$ cat src/rtl/display_scan_ctrl.sv
// Time-multiplexed scan controller for a 4-digit seven-segment display.
// Captures the whole display value once per frame; adds LZ blanking, blink and invalid-BCD suppression.
module display_scan_ctrl #(
  parameter int unsigned REFRESH_DIV = 100000,
  parameter int unsigned BLINK_TICKS = 250,
  parameter int unsigned CNT_W       = 17
) (
  input  logic        src_clk,
  input  logic        src_rst,
  input  logic [15:0] digits,
  input  logic [3:0]  dp_mask,
  input  logic [3:0]  blink_mask,
  input  logic        lz_en,
  output logic [1:0]  select,
  output logic [3:0]  digit_val,
  output logic        dp,
  output logic        digit_on,
  output logic        frame_start
);

  localparam int unsigned BLK_W = (BLINK_TICKS > 1) ? $clog2(BLINK_TICKS) : 1;

  typedef enum logic {
    S_LOAD,
    S_RUN
  } state_t;

  state_t           state, state_n;
  logic [CNT_W-1:0] pre_cnt, pre_cnt_n;
  logic [BLK_W-1:0] blink_cnt, blink_cnt_n;
  logic             blink_phase, blink_phase_n;
  logic [15:0]      sh_digits, sh_digits_n;
  logic [3:0]       sh_dp, sh_dp_n;
  logic [3:0]       sh_blink, sh_blink_n;
  logic [1:0]       select_n;
  logic [3:0]       digit_val_n;
  logic             dp_n, digit_on_n, frame_start_n;

  logic             tick, capture, update;
  logic [3:0]       slot_val;
  logic             slot_dp, slot_on, lz_blank;

  always_ff @(posedge src_clk) begin
    if (src_rst) begin
      state       <= S_LOAD;
      pre_cnt     <= '0;
      blink_cnt   <= '0;
      blink_phase <= 1'b0;
      sh_digits   <= '0;
      sh_dp       <= '0;
      sh_blink    <= '0;
      select      <= '0;
      digit_val   <= '0;
      dp          <= 1'b0;
      digit_on    <= 1'b0;
      frame_start <= 1'b0;
    end else begin
      state       <= state_n;
      pre_cnt     <= pre_cnt_n;
      blink_cnt   <= blink_cnt_n;
      blink_phase <= blink_phase_n;
      sh_digits   <= sh_digits_n;
      sh_dp       <= sh_dp_n;
      sh_blink    <= sh_blink_n;
      select      <= select_n;
      digit_val   <= digit_val_n;
      dp          <= dp_n;
      digit_on    <= digit_on_n;
      frame_start <= frame_start_n;
    end
  end

  always_comb begin
    state_n = state;
    unique case (state)
      S_LOAD:  state_n = S_RUN;
      S_RUN:   state_n = S_RUN;
      default: state_n = S_RUN;
    endcase

    tick      = (pre_cnt == CNT_W'(REFRESH_DIV - 1));
    pre_cnt_n = tick ? '0 : pre_cnt + 1'b1;

    capture = (state == S_LOAD) || (tick && (select == 2'd3));
    update  = (state == S_LOAD) || tick;

    sh_digits_n = capture ? digits     : sh_digits;
    sh_dp_n     = capture ? dp_mask    : sh_dp;
    sh_blink_n  = capture ? blink_mask : sh_blink;

    blink_cnt_n   = blink_cnt;
    blink_phase_n = blink_phase;
    if (tick) begin
      if (blink_cnt == BLK_W'(BLINK_TICKS - 1)) begin
        blink_cnt_n   = '0;
        blink_phase_n = ~blink_phase;
      end else begin
        blink_cnt_n = blink_cnt + 1'b1;
      end
    end

    select_n      = tick ? select + 2'd1 : select;
    frame_start_n = tick && (select == 2'd3);

    // Slot outputs use the post-edge shadow and phase so a wrap shows the fresh frame.
    slot_val = sh_digits_n[{select_n, 2'b00} +: 4];
    slot_dp  = sh_dp_n[select_n];
    lz_blank = lz_en && (select_n != 2'd0);
    for (int unsigned i = 0; i < 4; i++) begin
      if ((i >= 32'(select_n)) && (sh_digits_n[i*4 +: 4] != 4'd0)) lz_blank = 1'b0;
    end
    slot_on = !(blink_phase_n && sh_blink_n[select_n]) && !lz_blank && (slot_val <= 4'd9);

    digit_val_n = update ? slot_val : digit_val;
    dp_n        = update ? slot_dp  : dp;
    digit_on_n  = update ? slot_on  : digit_on;
  end

endmodule

$ cat config.mk
export PLATFORM = sky130hd
export DESIGN_NAME = display_scan_ctrl
export DESIGN_NICKNAME = d
export VERILOG_FILES = /design/src/rtl/display_scan_ctrl.sv
export SDC_FILE = /design/constraint.sdc
export NUM_CORES = 1
export LEC_CHECK = 0
export ABC_AREA = 1
export CELL_PAD_IN_SITES_DETAIL_PLACEMENT = 2
export CELL_PAD_IN_SITES_GLOBAL_PLACEMENT = 2
export CORE_MARGIN = 2
export CORE_UTILIZATION = 35
export CTS_BUF_LIST = sky130_fd_sc_hd__clkbuf_4
export DETAILED_ROUTE_END_ITERATION = 8
export GPL_ROUTABILITY_DRIVEN = 1
export HOLD_SLACK_MARGIN = 0.12
export PLACE_DENSITY_LB_ADDON = 0.1
export RECOVER_POWER = 50
export SLEW_MARGIN = 20
export SYNTH_ARGS = -nofsm -noshare
export SYNTH_HDL_FRONTEND = slang
export SYNTH_SLANG_ARGS = --single-unit
export TNS_END_PERCENT = 20
$ cat constraint.sdc
create_clock -name src_clk -period 5.74 [get_ports src_clk]
set_clock_uncertainty 0.1 [all_clocks]
set_input_delay 0.861 -clock src_clk [delete_from_list [all_inputs] [get_ports src_clk]]
set_output_delay 0.861 -clock src_clk [all_outputs]
set_load 0.005 [all_outputs]
==> run summary <==
The final net count came out at 467. The core box area came out at between 7000 and 8000 um2. The number of enable flip-flop cells after synthesis is 0.

In this run the tool buffered the top-level ports with 35 buffer cells. By count the netlist is led by sky130_fd_sc_hd__nand2_1 (95), sky130_fd_sc_hd__dfxtp_1 (60), sky130_fd_sc_hd__nor2_1 (51). The post-place setup slack is between 2000 and 3000 ps.

The slack of the critical path came out at 2010 ps. The setup check on the worst reg-to-reg path leaves a slack of 2230 ps. The flow ran to the end, and the final reports show no timing, DRC or antenna violations. sky130_fd_sc_hd__dfxtp_1 takes more of the synthesized area than any other cell. The peak supply drop is 0.0921 mV. The most used flip-flop cell after synthesis is sky130_fd_sc_hd__dfxtp_1. The cell area after synthesis is 2850 um2. The quantity of gates resized following cts is 0. Counting the fill cells in the layout gives 957. The tree is rooted in a sky130_fd_sc_hd__clkbuf_4. The I/O pin total is 36. Max-cap violations in this run came to 0. The sequential cell area came out at 1200 um2.

Setup violations remaining at the end of the flow were counted as 0. The total negative slack is 0 ps. The clock input transition at the sequential cells of the worst setup and hold paths is 100 ps.

The reg-to-reg critical path startpoint is pre_cnt[11]. The path class of the tightest hold or removal check is reg -> reg. The area overhead of the layout relative to synthesis came out at 18.6%.

0 antenna diodes ended up in the layout. The layer with the highest usage is met2. The critical path goes through dlygate4sd3_1, clkbuf_1, clkinv_1, nand2_1, o21bai_1, a21oi_1.

The endpoint type of the worst setup path is a flop. The total vias in the final route is roughly 2,700. The number of routed nets with antenna violations came out at 0. The worst hold path begins at pre_cnt[0].

The number of distinct library cells after synthesis came out at 40. In the global route stage, met3 resource usage came out at 3.21%. The initial antenna violation count is 0. The number of cells on the worst reg-to-reg path came out at 12. The combined global-route utilization of all metal layers is 20.1%.

The global-route track usage on met1 came out at 25.8%. At the pin with the least slew margin, the transition time is 1500 ps. The floorplan has 32 rows. For this run, design rule violations remaining after detail routing come to 0. The type of the setup path with the least slack is in -> reg. The worst pin sits at a relative slew slack of 0.206%. The post-synthesis net count is about 430. The routed length per instance came out at about 15 um. The buffer levels on the longest clock path is 2. The count of final hold-check violations is 0. The shortest period the worst path allows came out at 3730 ps. The clock insertion delay at the later pin of the skew report came out at 420 ps. The worst path uses 65.0% of the clock period. Buffers inserted during clock tree synthesis total 9. The post-CTS setup buffer count came out at 0. The highest clock frequency the design can meet is 0.268 GHz. The destination of the worst hold path is pre_cnt[0].

Setup repair after global routing left no endpoint under its margin. The number of global-route vias before repair came out at 2,897. The initial core utilization came out at a little over a third. The count of cells in the finished layout, fillers not included, comes to 542.

The most numerous cell in the Yosys netlist is sky130_fd_sc_hd__nand2_1. The worst hold path depth came out at 1. The post-detailed-placement half-perimeter wirelength is 5950 um. The routed wire length is between 8000 and 9000 um. The total number of clock tree sinks came out at 60. The slowest stage of the critical path is the sky130_fd_sc_hd__clkbuf_1 cell.

The delay of the slowest cell on the worst path came out at 1080 ps. Power spread over the standard cell area amounts to approximately 240 nW/um2. The sum of buffers and inverters on the critical path is 3. The proportion of synthesized flip-flops having asynchronous set or reset is 0%. Entering global routing, the biggest net connects 32 pins. The flip-flop and latch count after synthesis is 60.

The clock tree synthesis step divided the H-tree into 3 levels. The first-pass GRT wire length is around 14,000 um. Each instance of the synthesized netlist takes up on average 7.15 um2. The post-route netlist has 7.73% of its cells at a drive strength greater than 1. TritonCTS built the clock tree.

Measured along the x axis, the die boundary spans 94.2 um. Yosys attributes the largest share of cell area to sky130_fd_sc_hd__dfxtp_1 (42%), sky130_fd_sc_hd__nand2_1 (13%), sky130_fd_sc_hd__nor2_1 (6.7%), sky130_fd_sc_hd__inv_1 (6.2%), sky130_fd_sc_hd__a21oi_1 (4.4%). Synthesis handed over a netlist of 398 instances. The fraction of post-synthesis cell area in the top cell type by area came out at between 40% and 50%.

The yosys synthesis warning count came out at 0. The overall overflow remaining after global route is 0. The sequential element share of the synthesized area came out at around 42%. Along the worst path, the maximum fanout reaches 31. At the end of routability-driven placement, the weighted congestion stood at 0.757. The kind of start point of the critical path is an input port. The family with the most delay on the worst path is buffers and inverters. For this design the static power due to leakage is 0.00149 uW. After detailed routing, the number of vias per cell comes to 5.00. The total of hold buffers inserted after clock tree synthesis came out at 0.

The met2 routing resource usage after global routing is 34.0%. The first TritonRoute pass finished after 4 iterations. The starting DRC count in detailed routing came out at 51. The total count of max-transition violations in the final report is 0. At the worst endpoint, the required time is 5940 ps.

The total instance count after detailed placement is 527. The floorplan die area is 8870 um2. In the final layout, the multi-input gates occupy 1380 um2. The endpoint arrival time on the critical path came out at 3930 ps. The overall die height is 94.2 um. The worst register-to-register path ends at digit_on.
[state kept, by name (all words and copies together) (netlist names), 2 cells and up]
signal and cells:
select 2, sh_dp 4, blink_cnt 8, sh_blink 4, pre_cnt 17, sh_digits 16, digit_val 4
[placed cells by master, fill, tap and decap left out, types with 2 or more instances in the layout]
cell type	count
sky130_fd_sc_hd__a21oi_1	25
sky130_fd_sc_hd__clkbuf_4	9
sky130_fd_sc_hd__clkdlybuf4s50_1	25
sky130_fd_sc_hd__clkinv_1	2
sky130_fd_sc_hd__clkinv_2	3
sky130_fd_sc_hd__dfxtp_1	60
sky130_fd_sc_hd__dlygate4sd3_1	10
sky130_fd_sc_hd__ha_1	4
sky130_fd_sc_hd__inv_1	47
sky130_fd_sc_hd__inv_2	2
sky130_fd_sc_hd__nand2_1	97
sky130_fd_sc_hd__nand2_2	4
sky130_fd_sc_hd__nand3_1	26
sky130_fd_sc_hd__nand3b_1	6
sky130_fd_sc_hd__nand4_1	7
sky130_fd_sc_hd__nor2_1	52
sky130_fd_sc_hd__nor2_2	7
sky130_fd_sc_hd__nor3_1	10
sky130_fd_sc_hd__nor3b_1	6
sky130_fd_sc_hd__o21a_1	4
sky130_fd_sc_hd__o21ai_0	10
sky130_fd_sc_hd__o21ai_1	2
sky130_fd_sc_hd__o21bai_1	2
sky130_fd_sc_hd__xor2_1	3
[worst register-to-register path, cell delays in order, from the launching register on]
cell	delay (ps)
sky130_fd_sc_hd__dfxtp_1	390
sky130_fd_sc_hd__nor2_1	150
sky130_fd_sc_hd__nand2_1	70
sky130_fd_sc_hd__nor2_1	420
sky130_fd_sc_hd__nand4_4	420
sky130_fd_sc_hd__nand2_1	890
sky130_fd_sc_hd__nand2_1	240
sky130_fd_sc_hd__nand2_1	180
sky130_fd_sc_hd__nand3_1	110
sky130_fd_sc_hd__nor2_1	110
sky130_fd_sc_hd__nand3_1	80
sky130_fd_sc_hd__nand3_1	100
sky130_fd_sc_hd__a21oi_2	60
[how the worst max path moves through the flow]
stage                startpoint           to  slack, ps  cells past startpoint
floorplan            pre_cnt[0]  pre_cnt[14]       3580                     15
global placement        src_rst   pre_cnt[9]       2820                      6
detailed placement      src_rst   pre_cnt[9]       2740                      6
CTS                 pre_cnt[11]     digit_on       2910                     12
global route            src_rst  pre_cnt[13]       1660                      6
finish                  src_rst  pre_cnt[13]       2010                      6
[routing by layer]
metal,routed length [um],vias up
li1,-,1359
met1,3880,1300
met2,3950,39
met3,233,10
met4,125,0
met5,0,-
[final cells by class]
class	count	area share, %
multi-input combinational	278	40.7
sequential	60	35.6
inverter	50	5.56
clock buffer	9	2.00
timing repair buffer	37	10.7
clock inverter	6	1.67
tap	102	3.78
[through the flow]
stage	util (%)	cell area (um2)	hold WS [ps]	power, uW
after floorplan	-	2850	318	497
after global placement	42.0	3280	327	532
after detailed placement	42.0	3280	338	538
after CTS	43.6	3410	361	828
after global routing	43.3	3380	385	857
final	43.3	3380	358	818
[power by group]
| group | switching (uW) | internal, uW |
|---|---|---|
| combinational | 47.4 | 39.6 |
| clock | 165 | 127 |
| sequential | 6.46 | 432 |
[logic make-up (layout without fill, tap and decap cells)]
kind of cell | Yosys count | in the layout | synth area share (%)
DFF | 60 | 60 | 42.2
adders and majority gates | 4 | 4 | 1.76
AOI/OAI and AO/OA | 49 | 49 | 9.71
xor gates and xnor gates | 3 | 3 | 0.923
buffers and inverters | 60 | 102 | 8.62
and+or+nand+nor | 221 | 221 | 36.4
muxes | 1 | 1 | 0.352
Note: power is estimated with default switching activity, not from simulation.
